`config.mk`:
```
export PLATFORM = sky130hd
export DESIGN_NAME = tune_pwm_bank
export DESIGN_NICKNAME = d
export VERILOG_FILES = /design/src/rtl/tune_pwm_pkg.sv /design/src/rtl/tune_pwm_chan.sv /design/src/rtl/tune_pwm_bank.sv
export SDC_FILE = /design/constraint.sdc
export NUM_CORES = 1
export LEC_CHECK = 0
export ABC_AREA = 1
export CORE_MARGIN = 3
export CORE_UTILIZATION = 60
export CTS_CLUSTER_SIZE = 40
export DETAILED_ROUTE_END_ITERATION = 16
export PLACE_DENSITY = 0.86
export SETUP_SLACK_MARGIN = 0.02
export SYNTH_ARGS = -nofsm -noshare
export SYNTH_HDL_FRONTEND = slang
export SYNTH_SLANG_ARGS = --single-unit
```
`constraint.sdc`:
```
create_clock -name clk -period 8 [get_ports clk]
set_input_delay 1.2 -clock clk [delete_from_list [all_inputs] [get_ports clk]]
set_output_delay 1.2 -clock clk [all_outputs]
set_load 0.02 [all_outputs]
```
`src/rtl/tune_pwm_pkg.sv`:
```
// Shared constants and helpers for the tune_pwm bank.
package tune_pwm_pkg;

   localparam int unsigned CH_DEF = 2;
   localparam int unsigned CW_DEF = 20;
   localparam int unsigned DW_DEF = 8;

   // Width of a channel index, never below one bit.
   function automatic int unsigned ch_idx_w(input int unsigned ch);
      return (ch > 1) ? $clog2(ch) : 1;
   endfunction

   // thr = ((per+1) * duty) >> dw, evaluated at full width before the shift.
   function automatic logic [63:0] calc_thr(input logic [63:0] per,
                                            input logic [63:0] duty,
                                            input int unsigned dw);
      return ((per + 64'd1) * duty) >> dw;
   endfunction

endpackage

```
`src/rtl/tune_pwm_chan.sv`:
```
// One tone channel: period counter, active/staged settings, wrap-aligned commit, PWM output.
// Optional TUNE_PWM_MIX_EN exposes the next-state pwm bit for the bank mixer.
module tune_pwm_chan
   import tune_pwm_pkg::*;
#(
   parameter int unsigned CW = CW_DEF,
   parameter int unsigned DW = DW_DEF
) (
   input  logic          clk,
   input  logic          rst,
   input  logic          en,
   input  logic          load,
   input  logic [CW-1:0] period,
   input  logic [DW-1:0] duty,
   output logic          pend,
   output logic          pwm,
   output logic          wrap
`ifdef TUNE_PWM_MIX_EN
   ,
   output logic          pwm_next
`endif
);

   logic [CW-1:0] per_q, per_d, cnt_q, cnt_d, st_per_q;
   logic [CW:0]   thr_q, thr_d;
   logic [DW-1:0] st_duty_q;
   logic          pend_q, pwm_q, pwm_d, run, commit;

   // Counter advance, commit decision and next output level.
   always_comb begin
      run    = en && (per_q != '0);
      wrap   = run && (cnt_q == per_q);
      // Muted channels commit right away; running ones only on their wrap.
      commit = pend_q && (wrap || (per_q == '0));
      per_d  = per_q;
      thr_d  = thr_q;
      cnt_d  = cnt_q;
      pwm_d  = pwm_q;
      if (commit) begin
         per_d = st_per_q;
         thr_d = (CW+1)'(calc_thr(64'(st_per_q), 64'(st_duty_q), DW));
         cnt_d = '0;
      end else if (run) begin
         cnt_d = wrap ? '0 : cnt_q + 1'b1;
      end
      if (commit || run) begin
         pwm_d = (per_d != '0) && ({1'b0, cnt_d} < thr_d);
      end
   end

   // Active state registers.
   always_ff @(posedge clk or posedge rst) begin
      if (rst) begin
         per_q <= '0;
         thr_q <= '0;
         cnt_q <= '0;
         pwm_q <= 1'b0;
      end else begin
         per_q <= per_d;
         thr_q <= thr_d;
         cnt_q <= cnt_d;
         pwm_q <= pwm_d;
      end
   end

   // Staging registers; a load cannot coincide with a commit since ready is low while pending.
   always_ff @(posedge clk or posedge rst) begin
      if (rst) begin
         st_per_q  <= '0;
         st_duty_q <= '0;
         pend_q    <= 1'b0;
      end else begin
         if (load) begin
            st_per_q  <= period;
            st_duty_q <= duty;
         end
         if (commit) begin
            pend_q <= 1'b0;
         end else if (load) begin
            pend_q <= 1'b1;
         end
      end
   end

   assign pend = pend_q;
   assign pwm  = pwm_q;
`ifdef TUNE_PWM_MIX_EN
   assign pwm_next = pwm_d;
`endif

endmodule

```
`src/rtl/tune_pwm_bank.sv`:
```
// Multi-channel tone/PWM bank: write decode, per-channel ready mux, optional mixer.
// Defining TUNE_PWM_MIX_EN adds the registered mix_level popcount output.
module tune_pwm_bank
   import tune_pwm_pkg::*;
#(
   parameter int unsigned CH  = CH_DEF,
   parameter int unsigned CW  = CW_DEF,
   parameter int unsigned DW  = DW_DEF,
   localparam int unsigned CIW = ch_idx_w(CH)
) (
   input  logic                     clk,
   input  logic                     rst,
   input  logic                     en,
   input  logic                     wr_valid,
   output logic                     wr_ready,
   input  logic [CIW-1:0]           wr_ch,
   input  logic [CW-1:0]            wr_period,
   input  logic [DW-1:0]            wr_duty,
   output logic [CH-1:0]            pwm,
   output logic [CH-1:0]            wrap
`ifdef TUNE_PWM_MIX_EN
   ,
   output logic [$clog2(CH+1)-1:0]  mix_level
`endif
);

   logic [CH-1:0]       pend;
   logic [2**CIW-1:0]   pend_ext;
`ifdef TUNE_PWM_MIX_EN
   logic [CH-1:0]       pwm_next;
`endif

   // Pad pending flags so out-of-range channel indices read as ready and get discarded.
   always_comb begin
      pend_ext          = '0;
      pend_ext[CH-1:0]  = pend;
   end

   assign wr_ready = !pend_ext[wr_ch];

   for (genvar i = 0; i < CH; i++) begin : g_chan
      logic load;
      assign load = wr_valid && wr_ready && (wr_ch == CIW'(i));

      tune_pwm_chan #(
         .CW (CW),
         .DW (DW)
      ) u_chan (
         .clk      (clk),
         .rst      (rst),
         .en       (en),
         .load     (load),
         .period   (wr_period),
         .duty     (wr_duty),
         .pend     (pend[i]),
         .pwm      (pwm[i]),
         .wrap     (wrap[i])
`ifdef TUNE_PWM_MIX_EN
         ,
         .pwm_next (pwm_next[i])
`endif
      );
   end

`ifdef TUNE_PWM_MIX_EN
   localparam int unsigned MW = $clog2(CH+1);
   logic [MW-1:0] mix_d;

   // Popcount of the next pwm vector so mix_level lands on the same edge as pwm.
   always_comb begin
      mix_d = '0;
      for (int k = 0; k < CH; k++) begin
         mix_d = mix_d + MW'(pwm_next[k]);
      end
   end

   // Mixer level register.
   always_ff @(posedge clk or posedge rst) begin
      if (rst) begin
         mix_level <= '0;
      end else begin
         mix_level <= mix_d;
      end
   end
`endif

endmodule

```
# --- After elaboration in Yosys (flattened, before gate mapping) ---
# Cells that the tools add are included.
# W data, S select, Z words.
classes:
  n_addsub: 4
  multipliers: 2
  n_lt_le_gt_ge: 3
  eq_ne: 2
  muxes: 16
  n_bitwise: 1
  reduce_logical: 24
ops:
  columns: ["cell", "count"]
  rows:
  - ["$mux W20", 8]
  - ["$mul A64 B8 Y29", 2]
  - ["$reduce_bool A20 Y1", 4]
  - ["$add A20 B1 Y21 const B", 2]
  - ["$lt A20 B21 Y1", 2]
  - ["$mux W21", 2]
  - ["$add A20 B1 Y20 const B", 2]
  - ["$eq A20 B20 Y1", 2]
  - ["$logic_not A20 Y1", 2]
  - ["$logic_and A1 B1 Y1", 11]
  - ["$mux W1", 6]
  - ["$logic_or A1 B1 Y1", 4]
  - ["$reduce_bool A2 Y1", 2]
  - ["$lt A1 B2 Y1 const B", 1]
  - ["$logic_not A1 Y1", 1]
  - ["$not A1 Y1", 1]
word_totals:
  ff_bits: 182
  out_inout_bits: 5

# --- Logic depth before layout (Yosys ltp) ---
# Gate-level depths: netlist (run 1).
logic_depth:
  word_depth: 8
  mapped_depth: 44
  ltp_nobuf: 44

# --- Cells and area by module ---
# From an unflattened synthesis (run 1), not the netlist that was laid out.
hier_totals:
  cells_unflattened: 2720
  area_unflattened_um2: 20453.4
by_module_without_submodules:
  columns: ["mod", "instances", "cells_per_inst", "area_each_um2", "seq_area_each_um2"]
  rows:
  - ["tune_pwm_chan (g_chan[0].u_chan)", 1, 1345, 10211.0, 2277.2]
  - ["tune_pwm_chan (g_chan[1].u_chan)", 1, 1366, 10203.5, 2277.2]
  - ["tune_pwm_bank", 1, 9, 38.8, 0.0]

# --- Worst setup path after synthesis (run 1) ---
# No wires, ideal clock.
synth_timing:
  path_kind: "reg-to-reg"
  from: "register g_chan[1].u_chan.st_per_q[0]"
  to: "register g_chan[1].u_chan.pwm_q"
  arrival_time_ns: 6.527
  path_slack_ns: 1.355
  stages_incl_launch_ff: 38
  n_path_buf: 1
  period_less_slack_ns: 6.645
  path_cell_list: "dfrtp_1 -> buf_4 -> nand4_1 -> or2_1 -> nor2_1 -> nand2_1 -> nor2_1 -> nand3_1 -> nor3_2 -> nand2_1 -> xor2_1 -> nor2_1 -> fa_1 -> inv_1 -> fa_1 -> inv_1 -> fa_1 -> inv_1 -> [2 not listed] -> ha_1 -> nand2_1 -> nor2_1 -> inv_1 -> nor4_1 -> nand3_1 -> o21ai_0 -> xor2_1 -> nand2_1 -> o21ai_0 -> inv_1 -> ha_1 -> and3_1 -> nand4_1 -> nor2_1 -> nor2_1 -> nand3_1 -> nand2_1"
synth_between:
  elab_chain_len: 5
  word_cells_on_any_way: 7
  classes_between: "add/sub: 1; mul: 1; order compare: 1; mux: 2; reduce/logical: 2"
synth_rtl:
  columns: ["element", "line", "text"]
  rows:
  - ["start: declaration", "tune_pwm_chan.sv:24", "logic [CW-1:0] per_q, per_d, cnt_q, cnt_d, st_per_q;"]
  - ["start signal: assignment", "tune_pwm_chan.sv:74", "st_per_q <= period;"]
  - ["$add A20 B1 Y21", "tune_pwm_pkg.sv:17", "return ((per + 64'd1) * duty) >> dw;"]
  - ["$mul A64 B8 Y29", "tune_pwm_pkg.sv:17", null]
  - ["$mux W21", "tune_pwm_chan.sv:39", "if (commit) begin"]
  - ["via g_chan[1].u_chan.thr_d[19]", "tune_pwm_chan.sv:25", "logic [CW:0] thr_q, thr_d;"]
  - ["$lt A20 B21 Y1", "tune_pwm_chan.sv:47", "pwm_d = (per_d != '0) && ({1'b0, cnt_d} < thr_d);"]
  - ["$logic_and A1 B1 Y1", "tune_pwm_chan.sv:47", null]
  - ["end signal: assignment", "tune_pwm_chan.sv:62", "pwm_q <= pwm_d;"]
  - ["end: declaration", "tune_pwm_chan.sv:27", "logic pend_q, pwm_q, pwm_d, run, commit;"]
# The timed path passes the listed nets, and every way through them passes these cells.
# A chain may end at the register's enable or synchronous reset.

# --- Worst setup path in the final report (run 1) ---
# Ends and elaborated chain as after synthesis.

==> results of run 1 <==
worst paths after layout:
path | startpoint | to | cells past startpoint
setup / recovery | g_chan[1].u_chan.st_per_q[0] | g_chan[1].u_chan.pwm | 42
hold / removal | g_chan[1].u_chan.thr_q[11] | g_chan[1].u_chan.thr_q[11] | 2
setup reg to reg | g_chan[1].u_chan.st_per_q[0] | g_chan[1].u_chan.pwm | 42
hold reg to reg | g_chan[1].u_chan.thr_q[11] | g_chan[1].u_chan.thr_q[11] | 2
max in group asynchronous | rst | g_chan[0].u_chan.cnt_q[8] | 3
min in group asynchronous | rst | g_chan[1].u_chan.per_q[9] | 2
logic make-up after synthesis:
kind of cell,after synthesis
simple gates,1200
buf+inv,594
fa+ha+maj,360
compound gates,290
flops,182
xor+xnor,75
critical path: cells and delay by family (launching register included):
family,cells,cell delay (ns)
xor+xnor,2,0.34
simple gates,22,2.39
fa+ha+maj,7,2.94
compound gates,2,0.53
buf+inv,9,0.65
flops,1,0.49
state kept, by name (all words and copies together) (netlist names):
register                 flops
g_chan.u_chan.per_q         40
g_chan.u_chan.st_per_q      40
g_chan.u_chan.pend           2
g_chan.u_chan.pwm            2
g_chan.u_chan.thr_q         42
g_chan.u_chan.cnt_q         40
g_chan.u_chan.st_duty_q     16
timing repair:
item	4_1_cts	5_1_grt
endpoints found under the setup margin	0	2
resized for setup	0	6
hold buffers	0	0
per-stage QoR:
stage	utilization, %	cells	cell area [um2]	hold slack, ns
after floorplan	-	2701	20320	0.4446
after global placement	63.91	3134	21060	0.4611
after detailed placement	63.91	3134	21060	0.4654
after CTS	65.75	3166	21660	0.4860
after global routing	65.84	3166	21690	0.5124
final	65.85	3168	21700	0.4908
cell type report:
class                           count  area, um2
Tap cell                          442      553.0
Inverter                          538       2029
Clock inverter                     15      180.2
Sequential cell                   182       4556
Timing Repair Buffer               47      445.4
Fill cell                        2703      11250
Antenna cell                        2      5.005
Multi-Input combinational cell   1925      13500
Clock buffer                       17      425.4
synth_stat cells (15+ instances only):
master	number	area share, %
a21oi_1	94	2.3
clkbuf_1	34	0.63
dfrtp_1	182	22
fa_1	226	22
ha_1	134	8.2
inv_1	508	9.4
nand2_1	573	11
nand3_1	101	2.5
nand4_1	23	0.71
nor2_1	407	7.5
nor2_2	15	0.46
nor3_1	20	0.49
o21ai_0	131	3.2
or2_2	15	0.46
xnor2_1	30	1.3
xor2_1	44	1.9
layer usage:
| layer | vias up | GRT usage, % | share of wire, % | routed length [um] |
|---|---|---|---|---|
| met5 | - | 0 | 0 | 0 |
| met4 | 0 | 7.961 | 2.1 | 1186 |
| met3 | 110 | 8.089 | 12 | 6451 |
| met2 | 1023 | 46.82 | 44 | 24080 |
| met1 | 8608 | 45.47 | 43 | 23480 |
| li1 | 8273 | - | - | - |
==> results.json, run 1 <==
{
  "path_clk_slew_ns": 0.08,
  "syn_avg_cell_area_um2": 7.524,
  "synth-edff-count": 0,
  "syn_inst": 2701,
  "fin_skew_ns": 0.01891,
  "crit_path_frequent_cell": "inv_1",
  "wirelength_um": 55200,
  "vias": 18014,
  "postCtsSetupBuffers": 0,
  "r2r_setup_slack_ns": 0.55,
  "final_cell_mix": "nand2_1 (572), inv_1 (507), nor2_1 (407), fa_1 (226), dfrtp_1 (181)",
  "synth-compound-area-share_pct": 7.782,
  "synth_top_family_by_area": "adder cells",
  "routabilityCongestion": 0.9836,
  "grt_use_total_pct": 31.20,
  "maxSlewViolCount": 0,
  "slowest_stage": "fa_1",
  "synth_cell_types": 54,
  "die_width_um": 190.0,
  "fin_crit_sh_pct": 93.14,
  "maxCapViolCount": 0,
  "cts_buffer_depth": 2,
  "setup_viol": 0,
  "cts_tree": "done",
  "worst_pin_slew_ns": 1.062,
  "grt_setup_unrepaired": "true",
  "period_needed_ns": 7.451,
  "nets": 3104,
  "relSlewSlack_pct": 29.17,
  "synthAdderAreaFrac_pct": 30.51,
  "synth.mux.area_fraction_pct": 0,
  "drtAntennaViolNets": 0,
  "synthSimpleGateAreaFrac_pct": 24.71,
  "grt_max_degree": 99,
  "hpwl_um": 43930,
  "cts_sinks": 182,
  "end_kind": "flop",
  "syn-num-nets": 3094,
  "final_common_cell": "nand2_1",
  "drt_iter0_drc": 2049,
  "start_util_pct": 61.68,
  "fmax_mhz": 134.2,
  "layout-drive-gt1-share_pct": 4.736,
  "synth_seq_cells": 182,
  "root_buffer": "clkbuf_16",
  "crit_arrival_ns": 7.79,
  "critical_path.max_fanout": 10,
  "fin_ws_ns": 0.5488,
  "syn-cell-area_um2": 20320,
  "pre_cts_ws_ns": 0.4926,
  "area_growth_syn_to_layout_pct": 6.766,
  "ys_seq_area_share_pct": 22.41,
  "hold_violations": 0,
  "worstSetupStartpointType": "flop",
  "cts_buffers": 17,
  "critical_path_class": "reg2reg",
  "viasPerCell": 5.686,
  "grt_pass1_vias": 17526,
  "clock_latency_ns": 0.45,
  "first_pass_iters": 8,
  "grt.overflow.total": 0,
  "routedWlPerCell_um": 17.43,
  "yosysWarnings": 0,
  "die-height_um": 190.0,
  "coreArea_um2": 32950,
  "htreeDepth": 4,
  "cpPeakStageDelay_ns": 0.55,
  "drc": 0,
  "status": "finished, final reports clean",
  "hp-class": "reg2reg",
  "ios": 38,
  "async_flop_share_pct": 100.0,
  "grt_pass1_wl_um": 89970,
  "io_buffer_count": 37,
  "cp.required_ns": 8.34,
  "synth_flop_cell": "dfrtp_1",
  "dieArea_um2": 36120,
  "grt_antenna_before_repair": 0,
  "rows": 66,
  "synth_xor_area_share_pct": 3.269,
  "tns_ns": 0
}
Power of run 1 is left out: the tool's default activity adds up to more than one toggle a clock period on the data nets, which glitch-free logic cannot reach.
==> run 2, diff against run 1 <==
- CAP_MARGIN: not set -> 5
==> results of run 2 <==
No change in the layout: final DEF, timing and power equal those of run 1.
Power of run 2 is left out for the same reason.
